$ cat src/rtl/ball_launcher.sv
// Ball launcher: releases blue/red balls into the piece network, reacts to the
// lever/interceptor feedback, and keeps magazine and tray counts per colour.
module ball_launcher #(
    parameter int BLUE_COUNT  = 8,
    parameter int RED_COUNT   = 8,
    parameter int CNT_W       = 4,
    parameter int START_COLOR = 0,
    parameter int TIMEOUT     = 255,
    parameter int TO_W        = 8
) (
    input  logic             clk,
    input  logic             rst,
    input  logic             start,
    input  logic             reload,
    input  logic             blue_sink,
    input  logic             red_sink,
    input  logic             int_full,
    output logic             blue_ball,
    output logic             red_ball,
    output logic             busy,
    output logic             halted,
    output logic [1:0]       halt_reason,
    output logic [CNT_W-1:0] blue_left,
    output logic [CNT_W-1:0] red_left,
    output logic [CNT_W-1:0] blue_tray,
    output logic [CNT_W-1:0] red_tray
);

    typedef enum logic [1:0] {S_IDLE, S_RELEASE, S_FLIGHT, S_HALT} state_t;

    localparam logic [1:0] HR_NONE    = 2'b00;
    localparam logic [1:0] HR_INT     = 2'b01;
    localparam logic [1:0] HR_EMPTY   = 2'b10;
    localparam logic [1:0] HR_TIMEOUT = 2'b11;

    function automatic logic [CNT_W-1:0] sat_inc(input logic [CNT_W-1:0] v);
        sat_inc = (v == {CNT_W{1'b1}}) ? v : v + CNT_W'(1);
    endfunction

    state_t            state, state_nx;
    logic [TO_W-1:0]   to_cnt, to_nx, to_inc;
    logic              flight_color, flight_nx;
    logic              req_color, req_nx;
    logic              req_go, req_c, req_ok;
    logic              blue_ball_nx, red_ball_nx;
    logic [1:0]        halt_reason_nx;
    logic [CNT_W-1:0]  blue_left_nx, red_left_nx, blue_tray_nx, red_tray_nx;

    // Next-state and next-output computation
    always_comb begin
        state_nx       = state;
        to_nx          = to_cnt;
        to_inc         = to_cnt + TO_W'(1);
        flight_nx      = flight_color;
        req_nx         = req_color;
        req_go         = 1'b0;
        req_c          = 1'b0;
        blue_ball_nx   = 1'b0;
        red_ball_nx    = 1'b0;
        halt_reason_nx = halt_reason;
        blue_left_nx   = blue_left;
        red_left_nx    = red_left;
        blue_tray_nx   = blue_tray;
        red_tray_nx    = red_tray;
        case (state)
            S_IDLE, S_HALT: begin
                if (reload) begin
                    blue_left_nx   = CNT_W'(BLUE_COUNT);
                    red_left_nx    = CNT_W'(RED_COUNT);
                    blue_tray_nx   = '0;
                    red_tray_nx    = '0;
                    halt_reason_nx = HR_NONE;
                    state_nx       = S_IDLE;
                end else if (start && state == S_IDLE) begin
                    req_go = 1'b1;
                    req_c  = (START_COLOR != 0);
                end else begin
                    req_go = 1'b0;
                end
            end
            S_RELEASE: begin
                if (req_color) begin
                    red_ball_nx = 1'b1;
                    red_left_nx = red_left - CNT_W'(1);
                end else begin
                    blue_ball_nx = 1'b1;
                    blue_left_nx = blue_left - CNT_W'(1);
                end
                flight_nx = req_color;
                to_nx     = '0;
                state_nx  = S_FLIGHT;
            end
            S_FLIGHT: begin
                // Interceptor outranks both levers; red lever outranks blue.
                if (int_full) begin
                    state_nx       = S_HALT;
                    halt_reason_nx = HR_INT;
                end else if (red_sink || blue_sink) begin
                    if (flight_color) begin
                        red_tray_nx = sat_inc(red_tray);
                    end else begin
                        blue_tray_nx = sat_inc(blue_tray);
                    end
                    req_go = 1'b1;
                    req_c  = red_sink;
                end else if (to_inc == TO_W'(TIMEOUT)) begin
                    to_nx          = to_inc;
                    state_nx       = S_HALT;
                    halt_reason_nx = HR_TIMEOUT;
                end else begin
                    to_nx = to_inc;
                end
            end
            default: state_nx = S_IDLE;
        endcase

        req_ok = req_c ? (red_left != '0) : (blue_left != '0);
        if (req_go && req_ok) begin
            state_nx = S_RELEASE;
            req_nx   = req_c;
        end else if (req_go) begin
            state_nx       = S_HALT;
            halt_reason_nx = HR_EMPTY;
        end else begin
            req_nx = req_color;
        end
    end

    // State and registered outputs
    always_ff @(posedge clk) begin
        if (rst) begin
            state        <= S_IDLE;
            to_cnt       <= '0;
            flight_color <= 1'b0;
            req_color    <= 1'b0;
            blue_ball    <= 1'b0;
            red_ball     <= 1'b0;
            busy         <= 1'b0;
            halted       <= 1'b0;
            halt_reason  <= HR_NONE;
            blue_left    <= CNT_W'(BLUE_COUNT);
            red_left     <= CNT_W'(RED_COUNT);
            blue_tray    <= '0;
            red_tray     <= '0;
        end else begin
            state        <= state_nx;
            to_cnt       <= to_nx;
            flight_color <= flight_nx;
            req_color    <= req_nx;
            blue_ball    <= blue_ball_nx;
            red_ball     <= red_ball_nx;
            busy         <= (state_nx == S_RELEASE) || (state_nx == S_FLIGHT);
            halted       <= (state_nx == S_HALT);
            halt_reason  <= halt_reason_nx;
            blue_left    <= blue_left_nx;
            red_left     <= red_left_nx;
            blue_tray    <= blue_tray_nx;
            red_tray     <= red_tray_nx;
        end
    end

endmodule

$ cat config.mk
export PLATFORM = sky130hd
export DESIGN_NAME = ball_launcher
export DESIGN_NICKNAME = d
export VERILOG_FILES = /design/src/rtl/ball_launcher.sv
export SDC_FILE = /design/constraint.sdc
export NUM_CORES = 1
export LEC_CHECK = 0
export CORE_ASPECT_RATIO = 0.8
export CORE_UTILIZATION = 53
export DETAILED_ROUTE_END_ITERATION = 16
export HOLD_SLACK_MARGIN = 0.12
export PLACE_DENSITY = 0.77
export SYNTH_ARGS = -nofsm -noshare
export SYNTH_HDL_FRONTEND = slang
export SYNTH_SLANG_ARGS = --single-unit
$ cat constraint.sdc
create_clock -name clk -period 3.2 [get_ports clk]
set_input_delay 0.64 -clock clk [delete_from_list [all_inputs] [get_ports clk]]
set_output_delay 0.64 -clock clk [all_outputs]
set_load 0.02 [all_outputs]
# Word-level counts from Yosys, hierarchy flattened

Index checks and enable logic that the tools add are counted.

Shifts and indexed selects: 0
Bitwise gates (word level): 1
Order comparisons: 0
Div/mod/pow operators: 0
Add/sub/neg operators: 5
Multiplexer cells: 44
Multipliers: 0
Equality and inequality tests: 19
Reductions and logical operators: 17

Operator list:

| cell                  | number |
|---|---|
| $mux W4               | 12 |
| $pmux W4 S2           | 4 |
| $mux W2               | 12 |
| $ne A2 B2 Y1 const B  | 10 |
| $mux W8               | 2 |
| $pmux W8 S2           | 1 |
| $reduce_and A6 Y1     | 2 |
| $mux W1               | 10 |
| $reduce_and A3 Y1     | 3 |
| $add A4 B1 Y4 const B | 2 |
| $add A8 B1 Y8 const B | 1 |
| $eq A2 B2 Y1 const B  | 4 |
| $eq A4 B4 Y1 const B  | 2 |
| $eq A8 B8 Y1 const B  | 1 |
| $reduce_bool A4 Y1    | 2 |
| $sub A4 B1 Y4 const B | 2 |
| $pmux W2 S3           | 1 |
| $reduce_bool A2 Y1    | 3 |
| $eq A2 B1 Y1 const B  | 2 |
| $pmux W2 S2           | 1 |
| $reduce_or A2 Y1      | 2 |
| $logic_and A1 B1 Y1   | 2 |
| $logic_not A2 Y1      | 1 |
| $logic_or A1 B1 Y1    | 2 |
| other kinds (2)       | 2 |

Bits in read-only memories: 0
Bits of input ports: 7
Bits in writable memories: 0
Bits in latches: 0
Output and inout port bits: 22
Word-level logic and storage cells: 99
Memories kept: 0
Bits in registers: 34

# Depth between registers and ports, before layout

Gate-level depths: netlist (run 1).

Depth after elaboration: 10
Gate-level depth with buffers: 11

# Least setup slack after synthesis (run 1)

Ideal clock, no wire load.

Kind: flip-flop to flip-flop
From: register state[0]
To: register busy
Library setup time: 0.127 ns
Buffers on the path: 2
Cell stages (with the launch flop): 12
Slack: 0.867 ns
Clock period less this slack: 2.333 ns
Arrival time: 2.206 ns
Cells stage by stage: dfxtp_1 inv_1 ha_1 buf_2 or2_0 buf_2 o22a_1 nor2_2 o41ai_1 nor2_1 ha_1 nor2b_1

Cells in the longest elaborated chain, start to end: 9

Ends and longest elaborated chain:

| element                                        | RTL line | text |
|---|---|---|
| start, declared                                | 40       | `state_t state, state_nx;` |
| start signal, assigned                         | 146      | `state <= state_nx;` |
| $logic_not A2 Y1                               | 65, 74   |  |
| $logic_and A1 B1 Y1                            | 74       | `end else if (start && state == S_IDLE) begin` |
| $mux W1                                        | 74       |  |
| $mux W1                                        | 67       | `if (reload) begin` |
| $pmux W1 S2                                    | 65       | `case (state)` |
| $mux W2 or $logic_and A1 B1 Y1 (tied branches) | 121, 118 |  |
| $mux W2 *                                      | 118      | `if (req_go && req_ok) begin` |
| named net state_nx[0]                          | 40       |  |
| $eq A2 B1 Y1 or $eq A2 B2 Y1 (tied branches)   | 152      | `busy <= (state_nx == S_RELEASE) \|\| (state_nx == S_FLIGHT);` |
| $logic_or A1 B1 Y1 *                           | 152      |  |
| end signal, assigned                           | 152      |  |
| end, declared                                  | 20       | `output logic busy,` |

The timed path passes the listed nets; every way through them passes the cells marked *.
A chain may end at the register's enable or synchronous reset.

# Worst setup path after layout (run 1)

From: input port red_sink
To: register busy

Cells in the longest elaborated chain, start to end: 9

Ends and longest elaborated chain:

| element                                      | RTL line | text |
|---|---|---|
| start, declared                              | 16       | `input logic red_sink,` |
| $logic_or A1 B1 Y1                           | 98       | `end else if (red_sink \|\| blue_sink) begin` |
| $mux W1                                      | 98       |  |
| $mux W1                                      | 95       | `if (int_full) begin` |
| $mux W1                                      | -        |  |
| $mux W1                                      | 117      | `req_ok = req_c ? (red_left != '0) : (blue_left != '0);` |
| $logic_and A1 B1 Y1                          | 118      |  |
| $mux W2 *                                    | 118      |  |
| named net state_nx[0]                        | 40       |  |
| $eq A2 B1 Y1 or $eq A2 B2 Y1 (tied branches) | 152      |  |
| $logic_or A1 B1 Y1 *                         | 152      |  |

Marked as above.

==> results of run 1 <==
-- stage by stage --
| step | hold slack, ns | std cells | area, um2 | worst slack (ns) | util, % |
|---|---|---|---|---|---|
| finish | 0.509 | 293 | 2270 | 0.625 | 70.6 |
| floorplan | 0.464 | 225 | 1880 | 0.867 | - |
| detailed placement | 0.492 | 285 | 2180 | 0.327 | 67.8 |
| global placement | 0.482 | 285 | 2180 | 0.409 | 67.8 |
| global route | 0.545 | 293 | 2270 | 0.431 | 70.6 |
| CTS | 0.507 | 293 | 2270 | 0.631 | 70.6 |
-- cell families after synthesis --
| family | count (synthesis) | synth area share (%) |
|---|---|---|
| compound gates | 44 | 16.8 |
| xor+xnor | 10 | 4.66 |
| mux | 5 | 2.99 |
| fa+ha+maj | 12 | 7.98 |
| buf+inv | 21 | 4.52 |
| flops | 34 | 36.2 |
| simple gates | 99 | 26.8 |
-- worst reg2reg max path: cells and delay by family (launching register included) --
kind / cells / cell delay, ns
compound gates: 2 / 0.66
simple gates: 4 / 0.51
buf+inv: 1 / 0.09
flops: 1 / 0.41
fa+ha+maj: 2 / 0.76
-- cell usage in the layout, fill, tap and decap left out, types with 2 or more instances in the layout --
| master | count |
|---|---|
| sky130_fd_sc_hd__a21oi_1 | 9 |
| sky130_fd_sc_hd__xnor2_1 | 2 |
| sky130_fd_sc_hd__o21ai_1 | 2 |
| sky130_fd_sc_hd__inv_1 | 11 |
| sky130_fd_sc_hd__nor3b_1 | 2 |
| sky130_fd_sc_hd__buf_4 | 2 |
| sky130_fd_sc_hd__a22oi_1 | 6 |
| sky130_fd_sc_hd__nand2_1 | 17 |
| sky130_fd_sc_hd__ha_1 | 12 |
| sky130_fd_sc_hd__nor3_1 | 9 |
| sky130_fd_sc_hd__o211ai_1 | 2 |
| sky130_fd_sc_hd__clkbuf_8 | 6 |
| sky130_fd_sc_hd__o21ai_0 | 8 |
| sky130_fd_sc_hd__mux2i_1 | 3 |
| sky130_fd_sc_hd__nor2_1 | 32 |
| sky130_fd_sc_hd__and3_1 | 3 |
| sky130_fd_sc_hd__xor2_1 | 8 |
| sky130_fd_sc_hd__nand3_1 | 9 |
| sky130_fd_sc_hd__nand2b_1 | 5 |
| sky130_fd_sc_hd__clkdlybuf4s50_1 | 28 |
| sky130_fd_sc_hd__nand4_1 | 3 |
| sky130_fd_sc_hd__dfxtp_1 | 34 |
| sky130_fd_sc_hd__a31oi_1 | 4 |
| sky130_fd_sc_hd__o31ai_1 | 2 |
| sky130_fd_sc_hd__nor2b_1 | 2 |
| sky130_fd_sc_hd__or3_1 | 3 |
| sky130_fd_sc_hd__nor4_1 | 2 |
-- state kept, by name, summed over array words and instances, names as in the netlist --
register	cells
to_cnt	8
blue_left	4
blue_tray	4
red_left	4
red_tray	4
halt_reason	2
state	2
blue_ball	1
busy	1
flight_color	1
halted	1
red_ball	1
req_color	1
-- layer usage --
| layer | global-route usage, % | wire, um |
|---|---|---|
| met1 | 34.5 | 2120 |
| met2 | 32.6 | 1630 |
| met3 | 5.58 | 209 |
| met4 | 10.7 | 75 |
| met5 | 0 | 0 |
-- power groups by stage --
stage	registers [mW]	clock network (mW)	logic, mW
after floorplan	0.565	0	0.407
after global placement	0.525	0	0.611
after detailed placement	0.525	0	0.618
after CTS	0.517	0.332	0.622
after global routing	0.524	0.347	0.688
final	0.516	0.325	0.625
-- cell usage after synthesis (4+ instances only) --
cell type	instances	area share, %
sky130_fd_sc_hd__dfxtp_1	34	36
sky130_fd_sc_hd__nor2_1	32	6.4
sky130_fd_sc_hd__nand2_1	17	3.4
sky130_fd_sc_hd__ha_1	12	8.0
sky130_fd_sc_hd__inv_1	11	2.2
sky130_fd_sc_hd__a21oi_1	9	2.4
sky130_fd_sc_hd__nand3_1	9	2.4
sky130_fd_sc_hd__nor3_1	9	2.4
sky130_fd_sc_hd__o21ai_0	8	2.1
sky130_fd_sc_hd__xor2_1	8	3.7
sky130_fd_sc_hd__clkbuf_1	7	1.4
sky130_fd_sc_hd__a22oi_1	6	2.4
sky130_fd_sc_hd__nand2b_1	5	1.7
sky130_fd_sc_hd__a31oi_1	4	1.3
-- worst paths after layout --
kind	from	endpoint	slack [ns]	cells past startpoint
max	red_sink	busy	0.62	8
min	blue_tray[3]	blue_tray[3]	0.51	2
max reg2reg	state[0]	busy	0.68	9
min reg2reg	blue_tray[3]	blue_tray[3]	0.51	2
-- area by class of cell --
cell class | instances | area [um2] | share of cell area [%]
well taps | 40 | 50.0 | 2.20
multi-input cells | 170 | 1110 | 49.0
clock buffers | 7 | 86.3 | 3.80
inverters | 11 | 41.3 | 1.82
flip-flops and latches | 34 | 681 | 29.9
repair buffers | 30 | 295 | 13.0
clock inverters | 1 | 5.00 | 0.220
==> run summary, run 1 <==
Status: completed
Clock Sinks: 34
Grt total ovfl: 0
Fraction of power spent switching nets: 38.1%
Cell leakage power: 0.865 nW
Final Cycle Share: 80.5%
Fraction of power consumed by the clock network: 22.2%
Largest buffer count on any clock path: 2
Maximum fanout along the worst path: 6
Share of total power in sequential cells: 35.2%
CP most frequent cell: sky130_fd_sc_hd__nor2_1
Clock latency on the worst-skew pair: 0.29 ns
Diodes inserted: 0
Critical path endpoint category: flip-flop
DRC violations left: 0
Combinational Power Share: 42.6%
Max-cap check violation count: 0
Largest voltage drop on the vdd net: 0.000388 V
Placer Congestion: 0.831
Startpoint Class: input pin
Number of cells upsized or downsized after cts: 0
Clock tree root driver cell: sky130_fd_sc_hd__clkbuf_8
Overall via count from detail_route: 1651
Vertical die dimension: 55.3 um
EDFF count, synth: 0
Total setup violations reported at the end of the flow: 0
Fraction of registers with async set or reset after synthesis: 0%
Wire length of the first global-routing pass: 6710 um
Worst clock skew on the final layout: 0.00199 ns
Rows: 18
CTS Buf Count: 5
Antenna violations before repair: 0
Average wire length per cell after detail routing: 13.8 um
Arrival time at the worst endpoint: 2.74 ns
Final count of pins violating max slew: 0
Global-route total usage across every layer: 23.8%
Vias in the first global route: 1492
Synthesized netlist net count: 244
Post-CTS Setup Repair Bufs: 0
Number of design-rule violations left by the first detailed-router iteration: 78
CTS tree: yes
Upper clock frequency limit: 388 MHz
Synthesis warning total: 0
Total routed wirelength: 4040 um
Setup TNS: 0 ns
CORE AREA: 3220 um2
Slew Limit Headroom: 57.9%
Area of the mapped netlist: 1880 um2
Width of the chip: 68.6 um
Unrepaired setup endpoints after global routing: false
P_sw: 0.558 mW
Detailed Place HPWL: 2860 um
Starting utilization of the core area: 58.4%
Worst Max-Slew Pin Slew: 0.615 ns
Largest stage delay, worst path: 0.45 ns
Cts-stage hold buffer count: 0
Min-delay worst type: reg -> reg
Flops & latches, synth: 34
Overall Power: 1.47 mW
Clock-pin transition on the worst setup and hold timing paths: 0.07 ns
Areal power density over the cells: 645 nW/um2
Count of distinct cell types in the synthesized netlist: 52
Drt via density: 5.63
Fin crit period: 2.58 ns
Share of post-route cells with drive strength above 1: 8.30%
Pint: 0.908 mW
Main flop type after synthesis: sky130_fd_sc_hd__dfxtp_1
Area growth from synthesis to layout: 20.9%
Number of filler instances in the final layout: 275
Required time of the critical path: 3.37 ns
Number of iterations in the first detailed-routing pass: 4
Worst setup path category: in -> reg
Avg Cell Area, Syn: 8.36 um2
Pin count of the biggest net entering global routing: 28
CTS H-tree lvls: 2
Nets: 271
Share of the yosys chip area belonging to registers: 36.2%
Synthesized instance count: 225
Die Outline Area: 3790 um2
Slowest-stage cell, CP: sky130_fd_sc_hd__clkdlybuf4s50_1
Count of buffer and inverter cells on the critical path: 1
I/O pins: 29
Hold violation count in the final report: 0
Port Buffer Count: 28
Post-detailed-route count of antenna-violating nets: 0
Dominant delay contributor by cell family on the critical path: compound AO/OA/AOI/OAI gates
Cell-by-cell trace of the critical path: clkdlybuf4s50_1 > nor2_1 > o22a_1 > nor2_2 > o41ai_1 > nor2_1 > ha_1 > nor2b_1
No activity file was read; power rests on OpenSTA's default activity.
==> inputs of run 2 (changes only) <==
==> constraint.sdc (replaced) <==
create_clock -name clk -period 2.49 [get_ports clk]
set_input_delay 0.498 -clock clk [delete_from_list [all_inputs] [get_ports clk]]
set_output_delay 0.498 -clock clk [all_outputs]
set_load 0.02 [all_outputs]
==> run 2 against run 1 <==
Sequential share of layout area down 1.6 points; core utilization is 4.0 points higher; flip-flop and latch count is the same; cell count rose by 5.8%; critical path depth unchanged; clock-buffer cell count unchanged; largest cell class unchanged; routed wire length rose by 17%.
==> run summary, run 2 (synthesis gave the netlist of run 1 again) <==
Status: completed
Startpoint Class: flip-flop
Number of filler instances in the final layout: 258 (-6.2%)
Cell leakage power: 0.946 nW (+9.4%)
Hold Worst Slack: 0.502 ns (-0.00700 ns)
CTS tree: yes
Total setup violations reported at the end of the flow: 0 (unchanged)
Fin crit period: 2.39 ns
Wire length of the first global-routing pass: 7510 um (+12%)
Commonest cells after routing, fill and taps aside: sky130_fd_sc_hd__dfxtp_1, sky130_fd_sc_hd__nor2_1, sky130_fd_sc_hd__clkdlybuf4s50_1, sky130_fd_sc_hd__buf_4, sky130_fd_sc_hd__nand2_1
Area taken by multi-input logic gates: 1120 um2 (+0.67%)
Starting utilization of the core area: 58.4% (unchanged)
CORE AREA: 3220 um2 (unchanged)
Upper clock frequency limit: 419 MHz
Maximum fanout along the worst path: 5 (-1)
Nets: 289 (+6.6%)
Largest buffer count on any clock path: 2 (unchanged)
Width of the chip: 68.6 um (unchanged)
Grt total ovfl: 0 (unchanged)
Antenna violations before repair: 0 (unchanged)
Average wire length per cell after detail routing: 15.3 um (+11%)
Setup TNS: 0 ns (unchanged)
I/O pins: 29 (unchanged)
Critical path endpoint category: flip-flop
CTS H-tree lvls: 2 (unchanged)
Reg area: 681 um2 (unchanged)
Register with the most flip-flops: to_cnt
Hold violation count in the final report: 0 (unchanged)
Number of design-rule violations left by the first detailed-router iteration: 183 (+130%)
Finished Layout Cells: 310 (+5.8%)
Worst slack after detailed placement: -0.0124 ns (-0.339 ns)
Diodes inserted: 0 (unchanged)
Final Cycle Share: 96.0%
Most common cell after layout, fill and taps aside: sky130_fd_sc_hd__dfxtp_1
Worst Max-Slew Pin Slew: 0.465 ns (-0.150 ns)
Vias in the first global route: 1631 (+9.3%)
Post-CTS Setup Repair Bufs: 0 (unchanged)
Vertical die dimension: 55.3 um (unchanged)
Detailed Place HPWL: 3410 um (+19%)
DRC violations left: 0 (unchanged)
Flip-flop count of the largest register after layout: 8 (unchanged)
Worst setup path category: reg -> reg
Worst clock skew on the final layout: 0.00495 ns (+0.00296 ns)
Drt via density: 5.79 (+2.8%)
Slew Limit Headroom: 68.7% (+11 points)
Required time of the critical path: 2.66 ns (-0.71 ns)
Fin worst setup slack: 0.101 ns (-0.524 ns)
Largest voltage drop on the vdd net: 0.000575 V (+48%)
Clock Sinks: 34 (unchanged)
Overall via count from detail_route: 1795 (+8.7%)
Share of post-route cells with drive strength above 1: 14.1% (+5.8 points)
Post-detailed-route count of antenna-violating nets: 0 (unchanged)
Pin count of the biggest net entering global routing: 28 (unchanged)
Arrival time at the worst endpoint: 2.56 ns (-0.18 ns)
CTS Buf Count: 5 (unchanged)
Areal power density over the cells: 836 nW/um2 (+30%)
Number of iterations in the first detailed-routing pass: 6 (+2)
Clock latency on the worst-skew pair: 0.29 ns (about the same)
Global-route total usage across every layer: 26.9% (+3.2 points)
Rows: 18 (unchanged)
Clock tree root driver cell: sky130_fd_sc_hd__clkbuf_8
Max-cap check violation count: 0 (unchanged)
Port Buffer Count: 28 (unchanged)
Placer Congestion: 0.878 (+5.7%)
Min-delay worst type: reg -> reg
Die Outline Area: 3790 um2 (unchanged)
Clock-pin transition on the worst setup and hold timing paths: 0.07 ns (about the same)
Total routed wirelength: 4730 um (+17%)
Area growth from synthesis to layout: 27.7%
Final Util: 74.6% (+4.0 points)
Final count of pins violating max slew: 0 (unchanged)
Number of cells in the design after placement: 303 (+6.3%)
==> run 2: changes by cell type in the layout (fill, tap and decap cells not counted) <==
cell,change
sky130_fd_sc_hd__clkbuf_8,-1
sky130_fd_sc_hd__clkinv_2,-1
sky130_fd_sc_hd__o41ai_1,-1
sky130_fd_sc_hd__buf_4,+18
sky130_fd_sc_hd__clkbuf_1,+1
sky130_fd_sc_hd__o41ai_2,+1
==> run 2: worst paths after layout <==
path	startpoint	to	cells after the start	slack [ns]
hold / removal	blue_tray[1]	blue_tray[1]	2	0.50
setup reg to reg	to_cnt[0]	busy	8	0.10
setup / recovery	to_cnt[0]	busy	8	0.10
hold reg to reg	blue_tray[1]	blue_tray[1]	2	0.50
==> run 2: power breakdown <==
part,switching (mW),total [mW],internal (mW)
registers,0.0579,0.666,0.608
clock network,0.195,0.387,0.192
logic,0.515,0.954,0.439
==> run 2: per-layer routing <==
metal  track usage [%]  share of wire, %
met1              37.9                47
met2              38.1                44
met3              5.99               7.2
met4              12.8               1.7
met5                 0                 0
==> run 2: cell type report <==
cell class	count	area share (%)
clock buffers	7	3.18
well taps	40	2.08
multi-input cells	170	46.7
flip-flops and latches	34	28.3
repair buffers	48	17.9
inverters	11	1.72
==> run 2: what timing repair did <==
action	CTS	global route
setup endpoints to repair	0	1
hold buffers	0	0
gates resized for setup	0	1
==> run 2: worst max-delay path, stage by stage (launching register included) <==
cell	delay [ns]
sky130_fd_sc_hd__dfxtp_1	0.40
sky130_fd_sc_hd__ha_1	0.28
sky130_fd_sc_hd__nand3_1	0.13
sky130_fd_sc_hd__o21ai_0	0.39
sky130_fd_sc_hd__a2111oi_4	0.15
sky130_fd_sc_hd__nor4_1	0.38
sky130_fd_sc_hd__nor2_1	0.11
sky130_fd_sc_hd__ha_1	0.30
sky130_fd_sc_hd__nor2b_1	0.13
==> run 2: through the flow <==
stage,power [mW],instance area [um2]
after global routing,2.12,2400
after global placement,1.58,2320
after detailed placement,1.61,2320
final,2.01,2400
after CTS,2.00,2390
after floorplan,1.25,1880
